File: src/rtl/mac_defs.sv
// mac_defs: shared FSM state encodings and width helpers for the MAC accumulate tile
package mac_defs;
  localparam logic [1:0] IDLE  = 2'd0;
  localparam logic [1:0] ACCUM = 2'd1;
  localparam logic [1:0] WRITE = 2'd2;
  function automatic int clog2_1(input int x);
    return x > 1 ? $clog2(x) : 1;
  endfunction
  function automatic int acc_width(input int dw, input int k);
    return 2 * dw + clog2_1(k);
  endfunction
endpackage

File: src/rtl/mac_lane.sv
// mac_lane: one C column's accumulator plus the registered result presented on c_data
module mac_lane #(
  parameter int PW = 16,
  parameter int AW = 17,
  parameter bit SIGNED = 1'b0
) (
  input  logic          clk,
  input  logic          reset,
  input  logic          clr,
  input  logic          add,
  input  logic          last,
  input  logic [PW-1:0] prod,
  output logic [AW-1:0] acc_out
);
  logic [AW-1:0] acc, ext, sum;
  always_comb begin
    ext = {{(AW-PW){SIGNED && prod[PW-1]}}, prod};
    sum = acc + ext;
  end
  // the final term bypasses acc so the result lands in acc_out the same edge
  always_ff @(posedge clk) begin
    if (reset) begin
      acc     <= '0;
      acc_out <= '0;
    end else if (clr) begin
      acc <= '0;
    end else if (add) begin
      acc <= last ? '0 : sum;
      if (last) acc_out <= sum;
    end
  end
endmodule

File: src/rtl/mac_accum_tile.sv
// mac_accum_tile: multi-lane MAC accumulate stage streaming LANES-wide C writes with backpressure
module mac_accum_tile
  import mac_defs::*;
#(
  parameter int M = 4,
  parameter int K = 4,
  parameter int N = 4,
  parameter int LANES = 2,
  parameter int DATA_WIDTH_INIT_MATRIX = 32,
  parameter bit SIGNED = 1'b0,
  parameter int ACC_WIDTH = acc_width(DATA_WIDTH_INIT_MATRIX, K)
) (
  input  logic                                    clk,
  input  logic                                    reset,
  input  logic                                    start,
  input  logic                                    prod_valid,
  output logic                                    prod_ready,
  input  logic [LANES*2*DATA_WIDTH_INIT_MATRIX-1:0] prod_data,
  output logic                                    c_we,
  input  logic                                    c_ready,
  output logic [clog2_1(M)-1:0]                   c_row_addr,
  output logic [clog2_1(N)-1:0]                   c_col_addr,
  output logic [LANES*ACC_WIDTH-1:0]              c_data,
  output logic                                    busy,
  output logic                                    mac_done
);
  localparam int PW = 2 * DATA_WIDTH_INIT_MATRIX;
  localparam int KW = clog2_1(K);
  localparam int RW = clog2_1(M);
  localparam int CW = clog2_1(N);
  if (N % LANES != 0) begin : g_bad_lanes
    $error("mac_accum_tile: N must be a multiple of LANES");
  end
  logic [1:0] state;
  logic [KW-1:0] k;
  logic clr, accept, last_k, col_wrap, wr_done;
  always_comb begin
    prod_ready = state == ACCUM;
    c_we       = state == WRITE;
    busy       = state != IDLE;
    clr        = state == IDLE && start;
    accept     = prod_valid && prod_ready;
    last_k     = k == KW'(K - 1);
    col_wrap   = c_col_addr == CW'(N - LANES);
    wr_done    = c_we && c_ready;
  end
  always_ff @(posedge clk) begin
    if (reset) begin
      state      <= IDLE;
      k          <= '0;
      c_row_addr <= '0;
      c_col_addr <= '0;
      mac_done   <= 1'b0;
    end else begin
      mac_done <= 1'b0;
      if (clr) begin
        state      <= ACCUM;
        k          <= '0;
        c_row_addr <= '0;
        c_col_addr <= '0;
      end
      if (accept) begin
        k <= last_k ? '0 : k + 1'b1;
        if (last_k) state <= WRITE;
      end
      if (wr_done) begin
        if (col_wrap && c_row_addr == RW'(M - 1)) begin
          state    <= IDLE;
          mac_done <= 1'b1;
        end else begin
          state      <= ACCUM;
          c_col_addr <= col_wrap ? '0 : c_col_addr + CW'(LANES);
          if (col_wrap) c_row_addr <= c_row_addr + 1'b1;
        end
      end
    end
  end
  for (genvar i = 0; i < LANES; i++) begin : g_lane
    mac_lane #(.PW(PW), .AW(ACC_WIDTH), .SIGNED(SIGNED)) u_lane (
      .clk    (clk),
      .reset  (reset),
      .clr    (clr),
      .add    (accept),
      .last   (last_k),
      .prod   (prod_data[i*PW +: PW]),
      .acc_out(c_data[i*ACC_WIDTH +: ACC_WIDTH])
    );
  end
endmodule
File: config.mk
export PLATFORM = sky130hd
export DESIGN_NAME = mac_accum_tile
export DESIGN_NICKNAME = d
export VERILOG_FILES = /design/src/rtl/mac_defs.sv /design/src/rtl/mac_lane.sv /design/src/rtl/mac_accum_tile.sv
export SDC_FILE = /design/constraint.sdc
export NUM_CORES = 1
export LEC_CHECK = 0
export CAP_MARGIN = 20
export CORE_MARGIN = 3
export CORE_UTILIZATION = 52
export CTS_BUF_LIST = sky130_fd_sc_hd__clkbuf_16
export DETAILED_ROUTE_END_ITERATION = 6
export HOLD_SLACK_MARGIN = 0.15
export PLACE_DENSITY_LB_ADDON = 0.1
export SLEW_MARGIN = 20
export SYNTH_ARGS = -nofsm -noshare
export SYNTH_HDL_FRONTEND = slang
export SYNTH_HIERARCHICAL = 1
export SYNTH_SLANG_ARGS = --single-unit
File: constraint.sdc
create_clock -name clk -period 3.6 [get_ports clk]
set_input_delay 0.36 -clock clk [delete_from_list [all_inputs] [get_ports clk]]
set_output_delay 0.36 -clock clk [all_outputs]
set_load 0.02 [all_outputs]
# --- After elaboration in Yosys (flattened, before gate mapping) ---
# Index checks and enable logic that the tools add are counted.
word_totals:
  register_bits: 273
  out_inout_bits: 140
  wordCells: 50
classes:
  bitwise: 2
  eq_ne: 5
  muxes: 19
  addsub: 5
  n_reduce_logical: 10
op_table:
  columns: ["op", "n"]
  rows:
  - ["66-bit by 64-bit adder with 66-bit output", 2]
  - ["66-bit 2-to-1 mux", 2]
  - ["2-bit 2-to-1 mux", 15]
  - ["2-bit equality test (second input constant)", 4]
  - ["2-bit by 1-bit adder with 2-bit output (second input constant)", 2]
  - ["1-bit logical AND", 4]
  - ["2-bit nonzero test", 2]
  - ["2-bit OR reduction", 2]
  - ["3-bit AND reduction", 1]
  - ["2-bit adder (second input constant)", 1]
  - ["2-bit by 1-bit equality test with 1-bit output (second input constant)", 1]
  - ["2-bit zero test", 1]
  - ["1-bit 2-to-1 mux", 2]
  - ["1-bit inverter", 2]

# --- Depth between registers and ports, before layout ---
depth:
  depth_word: 6
  depth_mapped: 13

# --- Cells and area by module ---
# Netlist, hierarchy kept.
by_module_without_submodules:
  columns: ["module", "cells_each", "area_per_inst_um2", "n_inst", "seq_area_each_um2"]
  rows:
  - ["mac_lane (g_lane[0].u_lane)", 1081, 8491.9, 1, 2642.5]
  - ["mac_lane (g_lane[1].u_lane)", 1096, 8439.3, 1, 2642.5]
  - ["mac_accum_tile", 52, 505.5, 1, 180.2]

# --- Worst setup path after synthesis ---
# No wires, ideal clock.
synth_timing:
  path_type: "in2reg"
  from: "in prod_data[64]"
  to: "reg g_lane[1].u_lane.acc_out[62]"
  stages: 13
  setup_slack_ns: 0.485
  t_required_ns: 3.478
  arrival_ns: 2.993
  n_path_buf: 0
  setup_time_ns: 0.122
  path_cell_list: "ha_1 -> fa_1 -> a211o_1 -> o211ai_1 -> a211oi_1 -> o211ai_1 -> a21oi_1 -> o22ai_2 -> o21ai_0 -> a21oi_1 -> o41ai_2 -> nor4b_1 -> a311o_1"
synth_via:
  elab_chain_cells: 1
synth_rtl:
  columns: ["item", "line", "source"]
  rows:
  - ["from (decl)", "mac_accum_tile.sv:18", "input logic [LANES*2*DATA_WIDTH_INIT_MATRIX-1:0] prod_data,"]
  - ["66-bit by 64-bit adder with 66-bit output", "mac_lane.sv:18", "sum = acc + ext;"]
  - ["to (signal assigned)", "mac_lane.sv:29", "if (last) acc_out <= sum;"]
  - ["to (decl)", "mac_lane.sv:13", "output logic [AW-1:0] acc_out"]
# Every way passes these cells.
# A chain may end at the register's enable or synchronous reset.

# --- Final worst setup path ---
# Same ends and word-level chain as after synthesis.

==> results <==
- The flow ran to the end, and the final reports show no timing, DRC or antenna violations.
- The largest single stage delay on the critical path is 0.47 ns.
- For this block, the routed nets add up to 54.3 mm of wire.
- The worst pin sits at a relative slew slack of 56.4%.
- The leading register cell type out of synthesis is dfxtp_1.
- The via total after detailed routing is 17,700.
- The share of flip-flops with an asynchronous set or reset after synthesis is 0%.
- In this run the standard cell core region covers 32,800 um2.
- The number of global-route vias before repair is 17,600.
- The first detailed-routing pass ran for 5 iterations.
- The net count after synthesis is 2,494.
- The critical path class is in -> reg.
- Among all stages on the critical path, the largest delay is contributed by clkdlybuf4s50_1.
- Cell internal power was estimated by the tool at 0.00571 W.
- The via count normalized by instance count is 5.88.
- The number of synthesized flops with an enable pin is 0.
- TritonCTS built the clock tree.
- The critical path goes through clkdlybuf4s50_1 -> ha_1 -> fa_1 -> a211o_1 -> o211ai_1 -> a211oi_1 -> o211ai_1 -> a21oi_1 -> o22ai_2 -> o21ai_0 -> a21oi_1 -> o41ai_2 -> buf_4 -> nor4b_1 -> a311o_1.
- The total number of yosys warnings is 6.
- The first routing iteration left 1,241 violations.
- The netlist area before placement is 17,400 um2.
- In this run the power spent charging and discharging nets is 0.00211 W.
- The reg-to-reg endpoint is g_lane[1].u_lane/acc_out[62].
- The height of the die is 189 um.
- The final RePlAce weighted congestion is 1.02.
- The antenna diode count is 0.
- The total overflow left after global routing is 0.
- The beginning of the worst register-to-register path is g_lane[1].u_lane/acc[0].
- The final clock period utilization by the worst path is 92.0%.
- In the routed design, unresolved DRC markers number 0.
- The upper clock frequency limit is 0.302 GHz.
- Counting cells, the worst reg-to-reg path comes to 14.
- The type of element launching the critical path is an input pin.
- The global routing usage summed across all routing layers is 29.2%.
- The number of instances in the synthesized netlist is 2,229.
- At the later pin of the worst-skew pair, clock insertion delay measures 0.57 ns.
- The count of endpoints failing hold in the final timing report is 0.
- Per report_power, the combinational group accounts for 17.2% of the total.
- In this run the remaining antenna-violating nets after routing total 0.
- Sequential elements use 31.3% of the synthesized area.
- The count of different cell masters after synthesis is 93.
- The layout cell share with drive strength beyond 1 is 9.35%.
- The share of total power dissipated in the clock network is 43.1%.
- The number of violations of the max-capacitance limit is 0.
- For the pin with the worst max-slew slack, the measured transition is 0.655 ns.
- Once the clock tree was built, the setup fixing pass inserted 0 buffers.
- The initial standard-cell utilization of the core is 53.2%.
- CTS saw 273 sinks.
- The post-layout minimum cycle time is 3.31 ns.
- For this run, the number of standard cells in the final layout without fillers is 3,008.
- The cell total after placement is 2,950.
- The static leakage power is 9.20 nW.
- The start point of the critical path is prod_data[64].
- The synthesis-stage register bit count is 273.
- The setup skew after layout is 0.00897 ns.
- After filler insertion, the fill cell instance count of the layout stands at 2,754.
- The H-tree depth is 1.
- Entering global routing, the biggest net connects 67 pins.
- The required time at the worst-slack endpoint is 4.11 ns.
- In this run, flip-flops and latches consume 39.6% of the power.
- The average cell area after synthesis is 7.82 um2.
- The number of input and output port buffers inserted is 272.
- Among cell families on the critical path, the largest total delay comes from compound AO/OA/AOI/OAI gates.
- Dividing the detail-routed wire length by the instance count gives 18.1 um.
- STA puts the critical path data arrival time at 3.83 ns.
- The cell sitting at the root of the clock tree is a clkbuf_16.
- From synthesis to final layout, the design area changed by 28.3%.
- In this run the register-to-register setup slack is 0.29 ns.
- Of the total power, the share spent switching nets is 27.0%.
- The power per cell area is 350 nW/um2.
- The worst-case IR drop observed on VDD is 0.000349 V.
- The first global-routing pass estimated 87.8 mm of wire.
- The die outline width is 189 um.
- Along the worst path, the maximum fanout reaches 3.
- The total die area is 35,800 um2.
- The initial antenna violation count was 2.
- The floorplan has 66 rows.
- The final-report max-slew violation count is 0.
- The path class of the tightest hold or removal check is in -> reg.
- Setup violations remaining at the end of the flow were counted as 0.
- Counting both buffers and inverters, the worst setup path holds a total of 2.
- The cell count along the critical path is 15.
- Setup repair after global routing left no endpoint under its margin.
- STA classifies the critical path endpoint as a register.
- The total power consumption of the routed design is 0.00782 W.
- The total CTS buffers is 31.
- The net count reported at finish is 2,807.
- Detailed placement finished with a half-perimeter wire length of 40.4 mm.
- Clock-pin slew was measured on the worst setup and hold paths at 0.06 ns.
- The buffer levels on the longest clock path is 3.
- During I/O placement, the number of pins put on the boundary was 273.
- The end of the critical path is g_lane[1].u_lane/acc_out[62].
[registers in the layout, summed over array words and instances, names as in the netlist]
name,flops
k,2
c_row_addr,2
g_lane.u_lane/acc,132
g_lane.u_lane/acc_out,132
mac_done,1
state,2
c_col_addr,2
[what timing repair did]
item | in CTS | in global routing
gates resized for setup | 0 | 0
hold buffers | 1 | 0
endpoints found under the hold margin | 5 | 0
[layer usage]
metal | routed length, um | global-route usage, % | vias up | part of all wire [%]
li1 | - | - | 8634 | -
met1 | 22900 | 36.2 | 8233 | 42
met2 | 25300 | 50.8 | 680 | 47
met3 | 3830 | 4.91 | 147 | 7.0
met4 | 2200 | 11.3 | 4 | 4.1
met5 | 31 | 0 | - | 0.057
[worst reg2reg max path, stage by stage (launching register included)]
cell and delay (ns):
dfxtp_1 0.32, ha_1 0.21, fa_1 0.43, a211o_1 0.31
o211ai_1 0.12, a211oi_1 0.15, o211ai_1 0.24, a21oi_1 0.11
o22ai_2 0.24, o21ai_0 0.22, a21oi_1 0.25, o41ai_2 0.09
buf_4 0.15, nor4b_1 0.26, a311o_1 0.16
[power groups by stage]
stage / clock (W) / sequential, W / combinational (W)
finish: 0.00337 / 0.00310 / 0.00135
global route: 0.00355 / 0.00310 / 0.00147
global placement: 0 / 0.00316 / 0.00130
CTS: 0.00343 / 0.00310 / 0.00133
detailed placement: 0 / 0.00316 / 0.00132
floorplan: 0 / 0.00315 / 0.000834
[Yosys cell counts, types with 19 or more instances]
master / instances / area, um2
nor3_1: 27 / 135
nand2_1: 333 / 1250
o21bai_1: 29 / 218
xnor2_1: 88 / 771
a21oi_1: 295 / 1480
nor2b_1: 47 / 294
nand3_1: 34 / 170
nand4_1: 35 / 219
xor2_1: 36 / 315
a21o_1: 78 / 586
dfxtp_1: 273 / 5470
a22oi_1: 32 / 240
a22o_1: 37 / 324
inv_1: 44 / 165
a211oi_1: 20 / 150
o21ai_0: 107 / 536
ha_1: 130 / 1630
nor2_1: 181 / 679
clkbuf_1: 109 / 409
a31oi_1: 19 / 119
[final cells by class]
class	count	area [um2]	area share, %
multi-input combinational	1786	11300	50.7
sequential	273	5470	24.4
timing repair buffer	404	3760	16.8
clock buffer	31	776	3.47
tap	442	553	2.47
clock inverter	26	309	1.38
inverter	46	173	0.772
[placed cells by master (no fill, tap or decap), types with 9 or more instances in the layout]
cell             Yosys  routed
or2_2                9       9
buf_4                1     128
o21ai_1             12      12
ha_1               130     130
o21ai_0            107     107
a21o_1              78      78
nand2_1            333     333
clkdlybuf4s50_1      0     271
a21boi_0            11      11
o211ai_1            12      12
nand3_1             34      34
dfxtp_1            273     273
o31ai_1             14      14
and3_1              16      16
nor2b_1             47      46
a22oi_1             32      32
o21bai_1            29      29
xor2_1              36      36
a211oi_1            20      20
a21oi_1            295     295
xnor2_1             88      88
nand4_1             35      35
a31oi_1             19      19
nor2_1             181     176
o21a_1              13      13
inv_1               44      48
and2_1              15      15
nor3_1              27      27
nand2b_1            18      18
a22o_1              37      37
clkbuf_16            0      31
[logic make-up after synthesis]
| family | Yosys count | synth area share [%] |
|---|---|---|
| xor gates and xnor gates | 124 | 6.23 |
| muxes | 4 | 0.287 |
| buffers and inverters | 170 | 3.80 |
| DFF | 273 | 31.3 |
| and+or+nand+nor | 764 | 20.2 |
| AOI/OAI and AO/OA | 762 | 28.6 |
| adders and majority gates | 132 | 9.56 |
[metrics by stage]
stage / area, um2 / TNS [ns] / setup WS, ns / utilization [%] / hold slack [ns]
2_1_floorplan: 17400 / 0 / 0.485 / - / 0.429
3_5_place_dp: 21300 / -3.85 / -0.248 / 64.9 / 0.446
5_1_grt: 22400 / 0 / 0.0876 / 68.2 / 0.450
3_3_place_gp: 21300 / -2.14 / -0.204 / 64.9 / 0.439
6_report: 22400 / 0 / 0.286 / 68.2 / 0.449
4_1_cts: 22400 / 0 / 0.327 / 68.2 / 0.414
[worst min path at each step]
stage	depth (start not counted)	slack [ns]	end	from
detailed placement	2	0.45	g_lane[1].u_lane/acc_out[54]	g_lane[1].u_lane/acc_out[54]
floorplan	2	0.43	g_lane[0].u_lane/acc[35]	g_lane[0].u_lane/acc[35]
finish	3	0.45	mac_done	c_ready
global placement	2	0.44	g_lane[1].u_lane/acc[39]	g_lane[1].u_lane/acc[39]
global route	3	0.45	mac_done	c_ready
CTS	3	0.41	mac_done	c_ready
(Power assumes the default switching activity.)
